File: config.mk
export PLATFORM = sky130hd
export DESIGN_NAME = cond_unit
export DESIGN_NICKNAME = d
export VERILOG_FILES = /design/src/rtl/cond_unit.sv
export SDC_FILE = /design/constraint.sdc
export NUM_CORES = 1
export LEC_CHECK = 0
export BUFFER_PORTS_ARGS = -buffer_cell sky130_fd_sc_hd__buf_2
export CAP_MARGIN = 25
export CORE_ASPECT_RATIO = 0.6
export CORE_MARGIN = 2
export CORE_UTILIZATION = 33
export CTS_CLUSTER_SIZE = 40
export DETAILED_ROUTE_END_ITERATION = 12
export HOLD_SLACK_MARGIN = 0.05
export MAX_ROUTING_LAYER = met4
export PLACE_DENSITY = 0.63
export SYNTH_ARGS = -nofsm -noshare
export SYNTH_HDL_FRONTEND = slang
export SYNTH_SLANG_ARGS = --single-unit
File: constraint.sdc
create_clock -name clk -period 2 [get_ports clk]
set_input_delay 0.1 -clock clk [delete_from_list [all_inputs] [get_ports clk]]
set_output_delay 0.1 -clock clk [all_outputs]
set_load 0.005 [all_outputs]
File: src/rtl/cond_unit.sv
// cond_unit
// Conditional-execution unit for the multi-cycle ARM datapath. It holds
// NUM_BANKS banked NZCV flag registers and evaluates the 4-bit condition
// field against the selected bank. It latches the result (CondEx) for the
// rest of the instruction and gates the PC, register-file, memory and flag
// write enables. An IT-style sequencer can override the condition field for
// up to IT_MAX following instructions.
//
// Ports
//   clk        in   clock, rising edge
//   reset      in   synchronous active-high reset
//   Cond       in   [3:0] instruction condition field
//   ALUFlags   in   [3:0] {N,Z,C,V} from the ALU
//   FlagW      in   [1:0] bit1: write N,Z  bit0: write C,V
//   BankSel    in   [BS_W-1:0] flag bank for evaluation and write
//   CondLatch  in   capture the evaluated condition into CondEx
//   PCS/RegW/MemW in ungated write requests
//   NextPC     in   unconditional PC write
//   InstrDone  in   retire strobe, advances the IT slot
//   ITStart    in   load an IT block (ITCond, ITLen, ITPattern)
//   CondEx     out  registered condition result
//   PCWrite/RegWrite/MemWrite out gated enables
//   Flags      out  [3:0] NZCV of the selected bank
//   ITActive   out  IT block in progress
module cond_unit #(
    parameter int NUM_BANKS = 2,
    parameter int IT_MAX    = 4,
    localparam int BS_W     = (NUM_BANKS > 1) ? $clog2(NUM_BANKS) : 1
) (
    input  logic            clk,
    input  logic            reset,
    input  logic [3:0]      Cond,
    input  logic [3:0]      ALUFlags,
    input  logic [1:0]      FlagW,
    input  logic [BS_W-1:0] BankSel,
    input  logic            CondLatch,
    input  logic            PCS,
    input  logic            RegW,
    input  logic            MemW,
    input  logic            NextPC,
    input  logic            InstrDone,
    input  logic            ITStart,
    input  logic [3:0]      ITCond,
    input  logic [1:0]      ITLen,
    input  logic [3:0]      ITPattern,
    output logic            CondEx,
    output logic            PCWrite,
    output logic            RegWrite,
    output logic            MemWrite,
    output logic [3:0]      Flags,
    output logic            ITActive
);

    localparam logic [1:0] LEN_MAX = 2'(IT_MAX - 1);

    typedef enum logic {
        IT_IDLE,
        IT_ACTIVE
    } it_state_e;

    it_state_e       it_state_q;
    logic [1:0]      it_slot_q;
    logic [1:0]      it_len_q;
    logic [3:0]      it_cond_q;
    logic [3:0]      it_pat_q;
    logic            cond_ex_q;
    logic            cond_ex_d;
    logic [3:0]      bank_q [NUM_BANKS];

    logic [BS_W-1:0] bank_idx;
    logic [3:0]      sel_flags;
    logic [3:0]      eff_cond;
    logic [1:0]      it_len_clamped;

    function automatic logic eval_cond(input logic [3:0] c, input logic [3:0] f);
        logic n, z, cf, v;
        {n, z, cf, v} = f;
        case (c)
            4'h0:    eval_cond = z;
            4'h1:    eval_cond = ~z;
            4'h2:    eval_cond = cf;
            4'h3:    eval_cond = ~cf;
            4'h4:    eval_cond = n;
            4'h5:    eval_cond = ~n;
            4'h6:    eval_cond = v;
            4'h7:    eval_cond = ~v;
            4'h8:    eval_cond = cf & ~z;
            4'h9:    eval_cond = ~cf | z;
            4'hA:    eval_cond = (n == v);
            4'hB:    eval_cond = (n != v);
            4'hC:    eval_cond = ~z & (n == v);
            4'hD:    eval_cond = z | (n != v);
            default: eval_cond = 1'b1;   // AL and the unconditional space
        endcase
    endfunction

    // Out-of-range bank selects alias to bank 0.
    always_comb begin
        bank_idx = '0;
        if (32'(BankSel) < NUM_BANKS) begin
            bank_idx = BankSel;
        end
    end

    assign sel_flags = bank_q[bank_idx];

    // Inside an IT block the stored pattern picks the then/else condition.
    // An else slot inverts bit 0, except for 111x which must stay "always".
    always_comb begin
        eff_cond = Cond;
        if (it_state_q == IT_ACTIVE) begin
            eff_cond = it_cond_q;
            if (!it_pat_q[it_slot_q] && (it_cond_q[3:1] != 3'b111)) begin
                eff_cond = {it_cond_q[3:1], ~it_cond_q[0]};
            end
        end
    end

    assign it_len_clamped = (ITLen > LEN_MAX) ? LEN_MAX : ITLen;

    always_comb begin
        cond_ex_d = cond_ex_q;
        if (CondLatch) begin
            cond_ex_d = eval_cond(eff_cond, sel_flags);
        end
    end

    always_ff @(posedge clk) begin
        if (reset) begin
            cond_ex_q <= 1'b0;
        end else begin
            cond_ex_q <= cond_ex_d;
        end
    end

    // Flag writes are qualified by the CondEx already held, not the value
    // being latched in the same cycle.
    always_ff @(posedge clk) begin
        if (reset) begin
            for (int unsigned b = 0; b < NUM_BANKS; b++) begin
                bank_q[b] <= '0;
            end
        end else begin
            if (FlagW[1] && cond_ex_q) begin
                bank_q[bank_idx][3:2] <= ALUFlags[3:2];
            end
            if (FlagW[0] && cond_ex_q) begin
                bank_q[bank_idx][1:0] <= ALUFlags[1:0];
            end
        end
    end

    // IT sequencer; ITStart wins over a same-cycle InstrDone.
    always_ff @(posedge clk) begin
        if (reset) begin
            it_state_q <= IT_IDLE;
            it_slot_q  <= '0;
            it_len_q   <= '0;
            it_cond_q  <= '0;
            it_pat_q   <= '0;
        end else if (ITStart) begin
            it_state_q <= IT_ACTIVE;
            it_slot_q  <= '0;
            it_len_q   <= it_len_clamped;
            it_cond_q  <= ITCond;
            it_pat_q   <= ITPattern;
        end else if ((it_state_q == IT_ACTIVE) && InstrDone) begin
            if (it_slot_q == it_len_q) begin
                it_state_q <= IT_IDLE;
                it_slot_q  <= '0;
            end else begin
                it_slot_q  <= it_slot_q + 2'd1;
            end
        end
    end

    assign CondEx   = cond_ex_q;
    assign PCWrite  = (PCS & cond_ex_q) | NextPC;
    assign RegWrite = RegW & cond_ex_q;
    assign MemWrite = MemW & cond_ex_q;
    assign Flags    = sel_flags;
    assign ITActive = (it_state_q == IT_ACTIVE);

endmodule

; ---- Yosys cells after proc, flatten, opt, wreduce, memory -nomap -nowiden
; Memory sizes are Yosys's and may differ from the RTL's.
; Index checks and enable logic that the tools add are counted.
[word_totals]
regBits = 14
latchBits = 0
mem_bits_rw = 8
mem_bits_ro = 0
inputBits = 30
out_inout_bits = 9
memories = 1
[classes]
add_sub_neg = 1
n_mul = 0
div_mod_pow = 0
n_lt_le_gt_ge = 2
n_eq_ne = 17
shifts = 0
muxes = 21
bitwise_logic = 13
reduce_logical = 11
[mem_list]
columns = name, words, width, rd, rd_clocked_by_memory_dff, wr, line
row1 = bank_q, 2, 4, 1, 0, 2, 68  ; logic [3:0] bank_q [NUM_BANKS];
[op_table]
columns = op, count
row1 = $eq 4x4->1 const B, 6
row2 = $eq 4x3->1 const B, 4
row3 = $mux 1, 14
row4 = $pmux 1 s14, 1
row5 = $eq 4x2->1 const B, 2
row6 = $mux 4, 2
row7 = $mux 2, 3
row8 = $and 1x1->1, 5
row9 = $not 1->1, 5
row10 = $eq 4x1->1 const B, 1
row11 = $logic_and 1x1->1, 4
row12 = $logic_not 4->1, 1
row13 = $reduce_bool 2->1, 2
row14 = $reduce_or 4->1, 1
row15 = $lt 2x3->1 const B, 1
row16 = $ne 3x3->1 const B, 1
row17 = $or 1x1->1, 3
row18 = $add 2x1->2 const B, 1
row19 = $bmux 1 s2, 1
row20 = $eq 2x2->1, 1
row21 = $gt 2x2->1 const B, 1
row22 = $reduce_and 2->1, 1
row23 = $reduce_or 2->1, 1
row24 = $eq 1x1->1, 1
row25 = other kinds (2), 2

; ---- Depth between registers and ports, before layout
; Gate-level depths: netlist of the first run.
[depth]
ltp_word = 8
mapped_depth = 7
depth_no_buf = 6

; ---- Worst setup path before layout of the first run
; Ideal clock, no wire load.
[synth_path]
path_kind = register -> register
from = register it_slot_q[0]
to = register cond_ex_q, in the netlist CondEx
setup_ns = 0.091
arrival_time_ns = 1.933
required_time_ns = 1.909
setup_slack_ns = -0.024
path_stages_with_launch = 7
n_path_buf = 0
synth_period_minus_slack_ns = 2.024
path_cell_list = dfxtp_1 -> mux4_2 -> or3_1 -> a31oi_2 -> xor2_1 -> nand2b_1 -> a311oi_1
[synth_between]
elab_chain_cells = 8
word_cells_on_any_way = 21
[synth_rtl]
columns = element, line
row1 = "start, declared", 62  ; logic [1:0] it_slot_q;
row2 = "start signal, assigned", 172  ; it_slot_q <= it_slot_q + 2'd1;
row3 = $bmux 1 s2 *, 113  ; if (!it_pat_q[it_slot_q] && (it_cond_q[3:1] != 3'b111)) begin
row4 = $mux 1 (not written as such) *, 113
row5 = $logic_not 1->1 *, 113
row6 = $logic_and 1x1->1 *, 113
row7 = $mux 1 *, 113
row8 = $mux 4 *, 111  ; if (it_state_q == IT_ACTIVE) begin
row9 = "$eq 4x4->1, or another cell as far along", 78  ; case (c)
row10 = $pmux 1 s14 *, 78
row11 = "end signal, assigned", 132  ; cond_ex_q <= cond_ex_d;
row12 = "end, declared", 66  ; logic cond_ex_q;
; Mark *: on every way between the ends. The rest lies on a longest branch, timed or not. The select of a mux whose other input is x is not followed.
; A chain may end at the register's enable or synchronous reset.

; ---- Final worst setup path of the first run
; Same ends and word-level chain as after synthesis.

==> results_dict.tcl, run 1 <==
set metrics [dict create \
    grt_max_degree 20 \
    synth_top_area_frac 0.2336 \
    area_delta_synth_final_pct 28.68 \
    drc_errors 0 \
    final_cell_area_mm2 0.001544 \
    die_area_mm2 0.004150 \
    power.share.switching 0.2283 \
    ant_nets 0 \
    yosysUniqueCellTypes 29 \
    cts_tree "done" \
    layoutNonFillerInstCount 208 \
    clock_path_buffers 2 \
    dp_slack_ns -0.03721 \
    grt_pass1_wl_um 4126 \
    max_freq_ghz 0.5133 \
    drt_iter0_drc 51 \
    ff2ff_path_depth 6 \
    final_cell_mix "38 x buf_2, 23 x nor2_1, 15 x mux2i_1, 13 x dfxtp_1, 8 x edfxtp_1" \
    synth-adder-area-share 0 \
    synth_warnings 0 \
    dr.pass1.iters 4 \
    grt_overflow 0 \
    initial_core_util 0.3568 \
    cts_max_level 1 \
    power.share.clock 0.364 \
    clk_latency_ns 0.26 \
    dpl.cell_count 203 \
    grt_antenna_before_repair 0 \
    arrival_ns 2.12 \
    nets 194 \
    peakVddDrop_v 0.0002880 \
    yosysSeqAreaShare 0.4338 \
    die_x_um 81.85 \
    pwr-share-comb 0.181 \
    yosysTopAreaCell "dfxtp_1" \
    avgSynthCellArea_um2 9.755 \
    muxShareOfSynthArea 0.2002 \
    start_kind "register" \
    switching_power_mw 0.2542 \
    critical_path_required_ns 2.17 \
    synth_compound_area_frac 0.09698 \
    ys_ff_latch 22 \
    clock_tree.root_cell "clkbuf_8" \
    synth_fp_nets 153 \
    slew_viol_final 0 \
    synth_area_mm2 0.001200 \
    fin_crit_sh 0.9740 \
    fin_crit_ns 1.948 \
    gp_congestion 0.7961 \
    fin_ws_ns 0.05196 \
    path_max_fanout 3 \
    drive_gt1_frac 0.3681 \
    rows 16 \
    whs_path_depth 3 \
    ys_top_cells_by_area "dfxtp_1 23%, edfxtp_1 20%, mux2i_1 13%, nor2_1 7.2%, mux2_2 5.6%" \
    worst_pin_slew_ns 0.3851 \
    power_density_mw_per_mm2 721.3 \
    synth_xor_area_frac 0.05109 \
    p_leak_nw 0.7097 \
    critical_path_class "register to register" \
    status "finished, final reports clean" \
    grt_util_all_layers 0.1358 \
    p_total_mw 1.114 \
    ios 39 \
    diodes 0 \
    path_clk_slew_ns 0.08 \
    hpwl_um 1985 \
    cts_num_sinks 22 \
    vias 1024 \
    final_hold_viol_count 0 \
    fin_skew_ns 0.004303 \
    grt_pass1_vias 955 \
    end_kind "register" \
    wl_per_cell_um 12.13 \
    internal-power_mw 0.8594 \
    numPortBuffers 38 \
    hold_buffers 0 \
    placed_area_mm2 0.001448 \
    viasPerCell 4.923 \
    netlist_instances 123 \
    yosys.area_share.simple 0.1960 \
    totalWireLength_um 2522 \
    numCtsBuffers 3 \
    p_seq_frac 0.456 \
    hp-class "primary input to register" \
    slew_headroom 0.7359 \
    final_common_cell "buf_2" \
    core_area_mm2 0.003363 \
    drv_cap 0 \
    rsz0062_at_grt "yes" \
    finalSetupViolCount 0 \
    synth_top_family_by_area "multiplexers" \
    die_height_um 50.71 \
]
[worst paths after layout]
kind	slack [ns]	to	start
max	0.05	CondEx	it_slot_q[0]
min	0.07	it_len_q[0]	ITLen[0]
max reg2reg	0.05	CondEx	it_slot_q[0]
min reg2reg	0.50	it_pat_q[1]	it_pat_q[1]
[power by group through the flow]
stage               clock (mW)  combinational [mW]  sequential (mW)
floorplan                    0               0.129            0.510
global placement             0               0.187            0.518
detailed placement           0               0.191            0.518
CTS                      0.418               0.198            0.508
global route             0.431               0.220            0.512
finish                   0.405               0.201            0.508
[cell type report]
type                            instances  area [um^2]
Multi-Input combinational cell         94        670.6
Sequential cell                        22        521.8
Inverter                                1        3.754
Clock inverter                          1        30.03
Tap cell                               45        56.30
Clock buffer                            3        41.29
Fill cell                             341         1819
Timing Repair Buffer                   42        220.2
[cells by family after synthesis]
logic type,after synthesis
AO/OA/AOI/OAI,15
XOR/XNOR,7
buffers and inverters,7
flip-flops,22
multiplexers,22
AND/OR/NAND/NOR,50
[routing by layer]
metal	GRT usage	share of wire
met5	-	0
met4	0.05000	0.0067
met3	0.03957	0.052
met2	0.2046	0.45
met1	0.1729	0.49
[sequential cells by signal, indices dropped and copies added, names as in the netlist]
name / cells
bank_q: 8
it_cond_q: 4
it_pat_q: 4
it_len_q: 2
it_slot_q: 2
CondEx: 1
ITActive: 1
[stage by stage]
stage / util / TNS [ns] / hold WS (ns)
after global routing: 0.4591 / -0.01861 / 0.07570
after CTS: 0.4557 / 0 / 0.07433
after detailed placement: 0.4304 / -0.03721 / 0.3453
after floorplan: - / 0 / 0.2469
final: 0.4591 / 0 / 0.07406
after global placement: 0.4304 / 0 / 0.3367
[what timing repair did]
action,4_1_cts,5_1_grt
resized for setup,2,2
pin swaps,1,4
buffers inserted,0,1
endpoints found under the setup margin,1,1
[worst max-delay path: stages, from the launching register on]
cell and delay (ns):
dfxtp_2 0.34, mux4_2 0.50, or3_4 0.35, a31oi_4 0.22, o31a_2 0.18, o21ai_2 0.05, a311oi_1 0.24
[cell usage after synthesis]
| master | n |
|---|---|
| o31a_2 | 1 |
| a21boi_0 | 1 |
| and3_1 | 1 |
| mux2i_1 | 15 |
| nor2b_1 | 5 |
| a31o_2 | 2 |
| a311oi_1 | 1 |
| nand2b_1 | 3 |
| and2_1 | 3 |
| clkbuf_1 | 5 |
| xor2_1 | 7 |
| a21oi_1 | 2 |
| nor3_1 | 1 |
| o21ai_0 | 2 |
| nor2_1 | 23 |
| a32oi_1 | 1 |
| nand2_1 | 7 |
| a221oi_1 | 1 |
| nand3_1 | 3 |
| buf_1 | 1 |
| or3_1 | 2 |
| inv_1 | 1 |
| a21o_1 | 3 |
| edfxtp_1 | 8 |
| mux2_2 | 6 |
| dfxtp_1 | 14 |
| a31oi_2 | 1 |
| mux4_2 | 1 |
| nand3b_1 | 2 |
(Power assumes the default switching activity.)
==> inputs of run 2 (changes only) <==
CTS_BUF_LIST = sky130_fd_sc_hd__clkbuf_2   (was unset)
==> results_dict.tcl, run 2 (synthesized netlist as in run 1, its figures left out) <==
set metrics [dict create \
    critical_path_class "register to register" \
    cts_max_level 1 \
    drv_cap 0 \
    power.share.clock 0.298 \
    dr.pass1.iters 4 \
    numCtsBuffers 3 \
    wl_per_cell_um 12.23 \
    slew_viol_final 0 \
    nets 205 \
    status "finished, final reports clean" \
    rows 16 \
    die_height_um 50.71 \
    max_freq_ghz 0.5055 \
    viasPerCell 4.840 \
    cts_num_sinks 22 \
    die_area_mm2 0.004150 \
    fin_crit_sh 0.9890 \
    finalSetupViolCount 0 \
    dp_slack_ns -0.03721 \
    grt_util_all_layers 0.1432 \
    grt_pass1_vias 998 \
    hpwl_um 1985 \
    worst_pin_slew_ns 0.3932 \
    clock_path_buffers 2 \
    clock_tree.root_cell "clkbuf_2" \
    totalWireLength_um 2678 \
    fin_ws_ns 0.02195 \
    internal-power_mw 0.7786 \
    ios 39 \
    core_area_mm2 0.003363 \
    peakVddDrop_v 0.0002874 \
    switching_power_mw 0.2518 \
    fin_tns_setup_ns 0 \
    vias 1060 \
    rsz0062_at_grt "yes" \
    slew_headroom 0.7304 \
    clk_latency_ns 0.33 \
    initial_core_util 0.3568 \
    power_density_mw_per_mm2 634.4 \
    numPortBuffers 38 \
    largest_register "bank_q" \
    reg_top3 "bank_q (8), it_cond_q (4), it_pat_q (4)" \
    layoutNonFillerInstCount 219 \
    arrival_ns 2.23 \
    diodes 0 \
    fin_crit_ns 1.978 \
    grt_max_degree 20 \
    end_kind "register" \
    pwr-share-comb 0.208 \
    critical_path_required_ns 2.25 \
    die_x_um 81.85 \
    p_seq_frac 0.494 \
    hp-class "primary input to register" \
    path_max_fanout 3 \
    fin_skew_ns 0.01054 \
    area_delta_synth_final_pct 35.35 \
    power.share.switching 0.2444 \
    ant_nets 0 \
    drive_gt1_frac 0.3391 \
    cts_tree "done" \
    grt_antenna_before_repair 0 \
    path_clk_slew_ns 0.21 \
    p_leak_nw 0.7452 \
    final_cell_mix "38 x buf_2, 23 x nor2_1, 15 x mux2i_1, 13 x dfxtp_1, 11 x dlygate4sd3_1" \
    grt_overflow 0 \
    dpl.cell_count 203 \
    largest_register_ffs 8 \
    drc_errors 0 \
    grt_pass1_wl_um 4353 \
    gp_congestion 0.7961 \
    final_common_cell "buf_2" \
    start_kind "register" \
    nFillCells 326 \
    final_hold_viol_count 0 \
    drt_iter0_drc 56 \
]
[run 2: cell types whose count changed in the layout (fill, tap and decap cells not counted), sizes merged]
cell,change
dlygate4sd3,+11
[run 2: final timing paths]
path / from / endpoint / slack [ns] / depth (start not counted)
max: it_slot_q[0] / CondEx / 0.02 / 6
min: ALUFlags[0] / bank_q[1][0] / 0.07 / 3
max reg2reg: it_slot_q[0] / CondEx / 0.02 / 6
min reg2reg: it_pat_q[1] / it_pat_q[1] / 0.52 / 2
[run 2: layer usage]
layer | up-vias | part of all wire | global-route usage
met5 | - | 0 | -
met4 | 0 | 0.0045 | 0.04167
met3 | 2 | 0.047 | 0.03957
met2 | 31 | 0.48 | 0.2304
met1 | 492 | 0.47 | 0.1763
li1 | 535 | - | -
[run 2: repair_timing]
item	in CTS	in global routing
endpoints found under the setup margin	1	1
setup buffers	1	0
pin swaps	1	0
gates resized for setup	2	0
endpoints found under the hold margin	11	0
hold buffers	11	0
[run 2: area by class of cell]
type	instances	area, um^2	area share
multi-input cells	94	666.9	0.4106
flip-flops and latches	22	521.8	0.3213
repair buffers	53	330.3	0.2034
well taps	45	56.30	0.03467
clock inverters	1	30.03	0.01849
clock buffers	3	15.01	0.009245
inverters	1	3.754	0.002311
[run 2: per-stage QoR]
| step | hold WS, ns | instance area, um^2 | util | power [mW] |
|---|---|---|---|---|
| global route | 0.05264 | 1624 | 0.4829 | 1.079 |
| global placement | 0.3367 | 1448 | 0.4304 | 0.7045 |
| detailed placement | 0.3453 | 1448 | 0.4304 | 0.7098 |
| floorplan | 0.2469 | 1201 | - | 0.6388 |
| finish | 0.06554 | 1624 | 0.4829 | 1.030 |
| CTS | 0.05026 | 1624 | 0.4829 | 1.041 |
[run 2: power groups by stage]
stage / clock [mW] / combinational, mW / sequential (mW)
finish: 0.307 / 0.215 / 0.509
global route: 0.331 / 0.236 / 0.513
CTS: 0.317 / 0.215 / 0.509
detailed placement: 0 / 0.191 / 0.518
global placement: 0 / 0.187 / 0.518
floorplan: 0 / 0.129 / 0.510
[run 2: critical path: stages, from the launching register on]
cell and delay, ns:
dfxtp_2 0.38, mux4_2 0.50, or3_4 0.39, a31oi_4 0.17, xor2_1 0.16, nand2b_1 0.07
a311oi_1 0.24
